[config.mk]
export PLATFORM = sky130hd
export DESIGN_NAME = ifetch_flat
export DESIGN_NICKNAME = d
export VERILOG_FILES = /design/src/rtl/riscv_pkg.sv /design/src/rtl/ifetch_if.sv /design/src/rtl/ifetch_if_id.sv /design/src/rtl/ifetch.sv /design/src/flat_wrapper.sv
export SDC_FILE = /design/constraint.sdc
export NUM_CORES = 1
export LEC_CHECK = 0
export CELL_PAD_IN_SITES_DETAIL_PLACEMENT = 1
export CELL_PAD_IN_SITES_GLOBAL_PLACEMENT = 2
export CORE_MARGIN = 2
export CORE_UTILIZATION = 33
export DETAILED_ROUTE_END_ITERATION = 16
export PLACE_DENSITY_LB_ADDON = 0.15
export SETUP_SLACK_MARGIN = 0.05
export SLEW_MARGIN = 25
export SYNTH_ARGS = -nofsm -noshare
export SYNTH_HDL_FRONTEND = slang
export SYNTH_SLANG_ARGS = --single-unit
[constraint.sdc]
create_clock -name clk -period 3.5 [get_ports clk]
set_input_delay 0.7 -clock clk [delete_from_list [all_inputs] [get_ports clk]]
set_output_delay 0.7 -clock clk [all_outputs]
set_load 0.01 [all_outputs]
[src/rtl/riscv_pkg.sv]
// Shared RISC-V pipeline definitions: NOP encoding, fetch FSM states, reset PC.
package riscv_pkg;

  localparam int unsigned XLEN = 32;

  localparam logic [XLEN-1:0] NOP              = 32'h0000_0013;
  localparam logic [XLEN-1:0] DEFAULT_RESET_PC = 32'h0000_0000;

  // Fetch sequencing states
  typedef enum logic [1:0] {
    IDLE  = 2'd0,
    FETCH = 2'd1,
    HOLD  = 2'd2
  } fetch_state_e;

endpackage

[src/rtl/ifetch_if.sv]
// Instruction-memory request/response bus between fetch (master) and memory (slave).
interface ifetch_if;
  import riscv_pkg::*;

  logic            ImemReq;
  logic [XLEN-1:0] ImemAddr;
  logic            ImemValid;
  logic [XLEN-1:0] ImemRData;

  modport master (output ImemReq, ImemAddr, input ImemValid, ImemRData);
  modport slave  (input ImemReq, ImemAddr, output ImemValid, ImemRData);

endinterface

[src/rtl/ifetch_if_id.sv]
// IF/ID pipeline register: flush beats load, neither asserted means hold.
module if_id
  import riscv_pkg::*;
(
  input  logic            clk,
  input  logic            reset,
  input  logic            load,
  input  logic            flush,
  input  logic [XLEN-1:0] load_pc,
  input  logic [XLEN-1:0] load_instr,
  output logic [XLEN-1:0] PCD,
  output logic [XLEN-1:0] PCPlus4D,
  output logic [XLEN-1:0] InstrD,
  output logic            ValidD
);

  // Decode-side register update
  always_ff @(posedge clk or negedge reset) begin
    if (!reset) begin
      PCD      <= '0;
      PCPlus4D <= '0;
      InstrD   <= NOP;
      ValidD   <= 1'b0;
    end else if (flush) begin
      InstrD   <= NOP;
      ValidD   <= 1'b0;
    end else if (load) begin
      PCD      <= load_pc;
      PCPlus4D <= load_pc + XLEN'(4);
      InstrD   <= load_instr;
      ValidD   <= 1'b1;
    end
  end

endmodule

[src/rtl/ifetch.sv]
// Instruction fetch stage: single-outstanding request sequencer, PCF, hold buffer.
// Optional feature macro: IFETCH_MISALIGN_TRAP_EN (adds MisalignF, parks fetch on
// a misaligned redirect until the next aligned one).
module ifetch
  import riscv_pkg::*;
#(
  parameter logic [XLEN-1:0] RESET_PC = DEFAULT_RESET_PC
) (
  input  logic            clk,
  input  logic            reset,
  input  logic            StallD,
  input  logic            FlushD,
  input  logic            PCSrcE,
  input  logic [XLEN-1:0] PCTargetE,
  ifetch_if.master        imem,
  output logic [XLEN-1:0] PCD,
  output logic [XLEN-1:0] PCPlus4D,
  output logic [XLEN-1:0] InstrD,
  output logic            ValidD
`ifdef IFETCH_MISALIGN_TRAP_EN
  ,
  output logic            MisalignF
`endif
);

  fetch_state_e    state;
  logic [XLEN-1:0] pcf;
  logic [XLEN-1:0] hold_pc;
  logic [XLEN-1:0] hold_instr;
  logic            drop_pending;
  logic            misalign;

  logic [XLEN-1:0] target_c;
  logic            bad_target_c;
  logic            accept_c;
  logic            load_c;
  logic [XLEN-1:0] load_pc_c;
  logic [XLEN-1:0] load_instr_c;

`ifdef IFETCH_MISALIGN_TRAP_EN
  assign target_c     = PCTargetE;
  assign bad_target_c = PCSrcE && (PCTargetE[1:0] != 2'b00);
  assign MisalignF    = misalign;
`else
  logic unused_target_lsbs;
  assign target_c           = {PCTargetE[XLEN-1:2], 2'b00};
  assign bad_target_c       = 1'b0;
  assign unused_target_lsbs = ^PCTargetE[1:0];
`endif

  // A response counts only while awaiting one, never in the request-pulse cycle
  assign accept_c = (state == FETCH) && !imem.ImemReq && imem.ImemValid;

  // IF/ID load source: live response or hold buffer
  always_comb begin
    load_c       = 1'b0;
    load_pc_c    = pcf;
    load_instr_c = imem.ImemRData;
    if (!StallD) begin
      if (state == HOLD) begin
        load_c       = 1'b1;
        load_pc_c    = hold_pc;
        load_instr_c = hold_instr;
      end else if (accept_c && !drop_pending) begin
        load_c = 1'b1;
      end
    end
  end

  // Fetch sequencer: requests, PCF, drop tracking, hold buffer
  always_ff @(posedge clk or negedge reset) begin
    if (!reset) begin
      state         <= IDLE;
      pcf           <= RESET_PC;
      hold_pc       <= '0;
      hold_instr    <= NOP;
      drop_pending  <= 1'b0;
      misalign      <= 1'b0;
      imem.ImemReq  <= 1'b0;
      imem.ImemAddr <= RESET_PC;
    end else begin
      imem.ImemReq <= 1'b0;
      if (PCSrcE) begin
        pcf      <= target_c;
        misalign <= bad_target_c;
        if ((state == FETCH) && !accept_c) begin
          drop_pending <= 1'b1;
          state        <= FETCH;
        end else if (bad_target_c) begin
          drop_pending <= 1'b0;
          state        <= IDLE;
        end else begin
          drop_pending  <= 1'b0;
          imem.ImemReq  <= 1'b1;
          imem.ImemAddr <= target_c;
          state         <= FETCH;
        end
      end else begin
        case (state)
          IDLE: begin
            if (!misalign) begin
              imem.ImemReq  <= 1'b1;
              imem.ImemAddr <= pcf;
              state         <= FETCH;
            end
          end
          FETCH: begin
            if (accept_c) begin
              if (drop_pending) begin
                drop_pending <= 1'b0;
                if (misalign) begin
                  state <= IDLE;
                end else begin
                  imem.ImemReq  <= 1'b1;
                  imem.ImemAddr <= pcf;
                end
              end else begin
                pcf <= pcf + XLEN'(4);
                if (StallD) begin
                  hold_pc    <= pcf;
                  hold_instr <= imem.ImemRData;
                  state      <= HOLD;
                end else begin
                  imem.ImemReq  <= 1'b1;
                  imem.ImemAddr <= pcf + XLEN'(4);
                end
              end
            end
          end
          HOLD: begin
            if (!StallD) begin
              imem.ImemReq  <= 1'b1;
              imem.ImemAddr <= pcf;
              state         <= FETCH;
            end
          end
          default: state <= IDLE;
        endcase
      end
    end
  end

  if_id u_if_id (
    .clk        (clk),
    .reset      (reset),
    .load       (load_c),
    .flush      (PCSrcE || FlushD),
    .load_pc    (load_pc_c),
    .load_instr (load_instr_c),
    .PCD        (PCD),
    .PCPlus4D   (PCPlus4D),
    .InstrD     (InstrD),
    .ValidD     (ValidD)
  );

endmodule

[src/flat_wrapper.sv]
// flat-port wrapper written by rule: the top's interface ports become plain ports
module ifetch_flat import riscv_pkg::*;
#(
  parameter logic [XLEN-1:0] RESET_PC = DEFAULT_RESET_PC
)
  (clk, reset, StallD, FlushD, PCSrcE, PCTargetE, PCD, PCPlus4D, InstrD, ValidD, imem_ImemReq, imem_ImemAddr, imem_ImemValid, imem_ImemRData);
  ifetch_if imem_i ();
  input  logic clk;
  input  logic reset;
  input  logic StallD;
  input  logic FlushD;
  input  logic PCSrcE;
  input  logic [XLEN-1:0] PCTargetE;
  output logic [XLEN-1:0] PCD;
  output logic [XLEN-1:0] PCPlus4D;
  output logic [XLEN-1:0] InstrD;
  output logic ValidD;
  output wire logic [$bits(imem_i.ImemReq)-1:0] imem_ImemReq;
  output wire logic [$bits(imem_i.ImemAddr)-1:0] imem_ImemAddr;
  input wire logic [$bits(imem_i.ImemValid)-1:0] imem_ImemValid;
  input wire logic [$bits(imem_i.ImemRData)-1:0] imem_ImemRData;
  assign imem_ImemReq = imem_i.ImemReq;
  assign imem_ImemAddr = imem_i.ImemAddr;
  assign imem_i.ImemValid = imem_ImemValid;
  assign imem_i.ImemRData = imem_ImemRData;
  ifetch #(.RESET_PC(RESET_PC)) u_core (.clk(clk), .reset(reset), .StallD(StallD), .FlushD(FlushD), .PCSrcE(PCSrcE), .PCTargetE(PCTargetE), .imem(imem_i), .PCD(PCD), .PCPlus4D(PCPlus4D), .InstrD(InstrD), .ValidD(ValidD));
endmodule
==> metrics.cfg <==
[power_and_ir_drop]
p_leak_nw=6.10
p_per_area_nw_per_um2=715
ir_drop_mv=0.336

[global_route]
overflow=0
grt_start_max_net_pins=89
groute.usage.overall=0.191
antenna_found_initial=0
grt_pass1_vias=9360
grt_pass1_wl_um=54100

[yosys]
synth_flop_cell=dfrtp_1
synth.top_cell.area_share=0.482
synth_area_um2=11100
async_reset_ff_frac=1.00
syn_avg_cell_area_um2=9.90
ys_seq_elements=220
synth_edf_count=0
synth_top_area_cell=dfrtp_1
synth_top_cells_by_count=214 x dfrtp_1, 205 x nand2_1, 107 x nor2_1
ys_warn_count=0
syn_inst=1122
yosysSeqAreaShare=0.496
netlist_top_cells_area=dfrtp_1 48%, mux2_2 8.3%, nand2_1 6.9%
synth.most_common_cell=dfrtp_1
synth_cell_types=61

[critical_path]
critPathCaptureType=register
cp-endpoint=u_core.u_if_id.PCPlus4D[29]
timing.rr.end=u_core.u_if_id.PCPlus4D[29]
rr_worst_depth=10
required_ps=3920
r2r_start=u_core.state[0]
rrSetupSlack_ps=520
path_class=reg2reg
cp-start-kind=register
crit_path_start=u_core.state[0]
cp.arrival_ps=3410
cp_max_fo=13

[finish]
post-route-cell-area_um2=14500
synthToLayoutAreaGrowth_pct=30.3
multi_input_area_um2=5160
regArea_um2=5510
fillers=3798
num-nets-final=1379
num_antenna_cells=0
drive_gt1_frac=0.144

[floorplanning]
initial_core_util=0.333
die_y_um=187
io_pins=200
dieArea_um2=35100
die_w_um=187
core_um2=33400
rows=67

[timing]
period_needed_ps=2980
hold_viol=0
rsz0062_at_grt=false
fin_crit_sh=0.853
finalMaxSlewViolations=0
max_slew_margin=0.461
setup_viol=0
fin_skew_ps=13.8
tns_ps=0
fmax_mhz=335
worstMarginPinSlew_ps=803

[drt]
wl_um=33200
vias=8803
first_pass_iters=4
drt_iter0_markers=394
antenna_left=0
drc_errors=0
avgViaCountPerCell=4.98
wire_per_inst_um=18.7

[placement]
placed_area_um2=13600
place_hpwl_um=23500
place.gp.congestion=0.758
io_buffers=193

[clock_tree]
cts.path.max_buffers=3
htreeDepth=1
cts_tree=yes
cts-root-buf=clkbuf_16
post_cts_buffers=0
clock_latency_ps=540
ctsHoldBuffers=0
cts.sinks=220
clk_pin_slew_worst_paths_ps=60
cts-resized-gates=0
numCtsBuffers=26

[job]
cap_viol_max_count=0

[hold_path]
min_path_type=in2async

[status]
outcome=finished, final reports clean

critical path, cell delays in order (launching register included):
cell,delay [ps]
dfrtp_1,420
inv_1,100
ha_1,340
nor2b_4,230
buf_12,140
buf_12,150
mux2i_1,390
o211ai_1,290
nor4_4,480
mux2i_1,230
nand3_1,80
power by group:
part           switching, mW  internal [mW]  total, mW
clock network           1.08           1.59       2.67
registers              0.691           3.50       4.19
logic                   1.63           1.87       3.49
layout make-up:
type                       count  area share
timing repair buffer         241       0.164
clock buffer                  42      0.0540
inverter                      10     0.00259
multi-input combinational    804       0.357
sequential                   220       0.381
tap                          448      0.0387
clock inverter                 4     0.00311
routing by layer:
layer  global-route usage  wire [um]  share of wire  vias up
met5                    0          0              0        -
met4               0.0348        403          0.012        0
met3               0.0270       1490          0.045       32
met2                0.293      14400           0.43      176
met1                0.289      16900           0.51     4369
li1                     -          -              -     4226
logic make-up (layout without fill, tap and decap cells):
family	Yosys count	in the layout	synth area share
other	1	4	0.000338
flip-flops	220	220	0.496
multiplexers	126	126	0.124
XOR/XNOR	80	80	0.0631
AO/OA/AOI/OAI	159	159	0.0930
adder cells (fa/ha/maj)	6	6	0.00676
buffers and inverters	101	297	0.0420
AND/OR/NAND/NOR	429	429	0.175
layout by cell type, fill, tap and decap left out, types with 6 or more instances in the layout:
cell type	n
a311oi_1	29
xor2_1	52
dfrtp_1	214
o31ai_1	8
nor4_1	6
clkbuf_1	10
inv_1	9
nand4_1	9
xnor2_1	28
mux2i_1	41
clkbuf_16	27
dfstp_2	6
mux2_2	82
a31oi_1	6
a221oi_1	7
o21ai_0	57
and3_1	19
buf_12	6
clkdlybuf4s50_1	192
nor2_1	107
ha_1	6
nand2_1	203
a21oi_1	20
nor3_1	19
nand3_1	30
buf_4	42
worst min path at each step:
| stage | endpoint | from | slack (ps) | cells after the start |
|---|---|---|---|---|
| final | u_core.u_if_id.PCPlus4D[13] | reset | 180 | 1 |
| after detailed placement | u_core.u_if_id.PCD[17] | u_core.u_if_id.PCD[17] | 470 | 2 |
| after floorplan | u_core.drop_pending | reset | 400 | 0 |
| after global placement | u_core.u_if_id.PCPlus4D[3] | u_core.u_if_id.PCPlus4D[3] | 460 | 2 |
| after global routing | u_core.u_if_id.PCPlus4D[13] | reset | 240 | 1 |
| after CTS | u_core.u_if_id.PCPlus4D[13] | reset | 200 | 1 |
per-stage QoR:
step / hold WS [ps] / utilization / std cells / total power, mW / worst slack, ps
5_1_grt: 239 / 0.434 / 1769 / 11.0 / 213
4_1_cts: 200 / 0.432 / 1765 / 10.5 / 313
6_report: 185 / 0.434 / 1769 / 10.4 / 516
3_5_place_dp: 465 / 0.408 / 1719 / 7.76 / 75.5
3_3_place_gp: 461 / 0.408 / 1719 / 7.66 / 143
2_1_floorplan: 404 / - / 1125 / 5.87 / 491
registers in the layout (all words and copies together) (netlist names):
register                 cells
u_core.u_if_id.ValidD        1
u_core.u_if_id.PCD          30
u_core.hold_pc              30
u_core.imem.ImemReq          1
u_core.drop_pending          1
u_core.state                 2
u_core.imem.ImemAddr        31
u_core.u_if_id.PCPlus4D     30
u_core.hold_instr           32
u_core.pcf                  30
u_core.u_if_id.InstrD       32
Power figures use the tool's default switching activity.
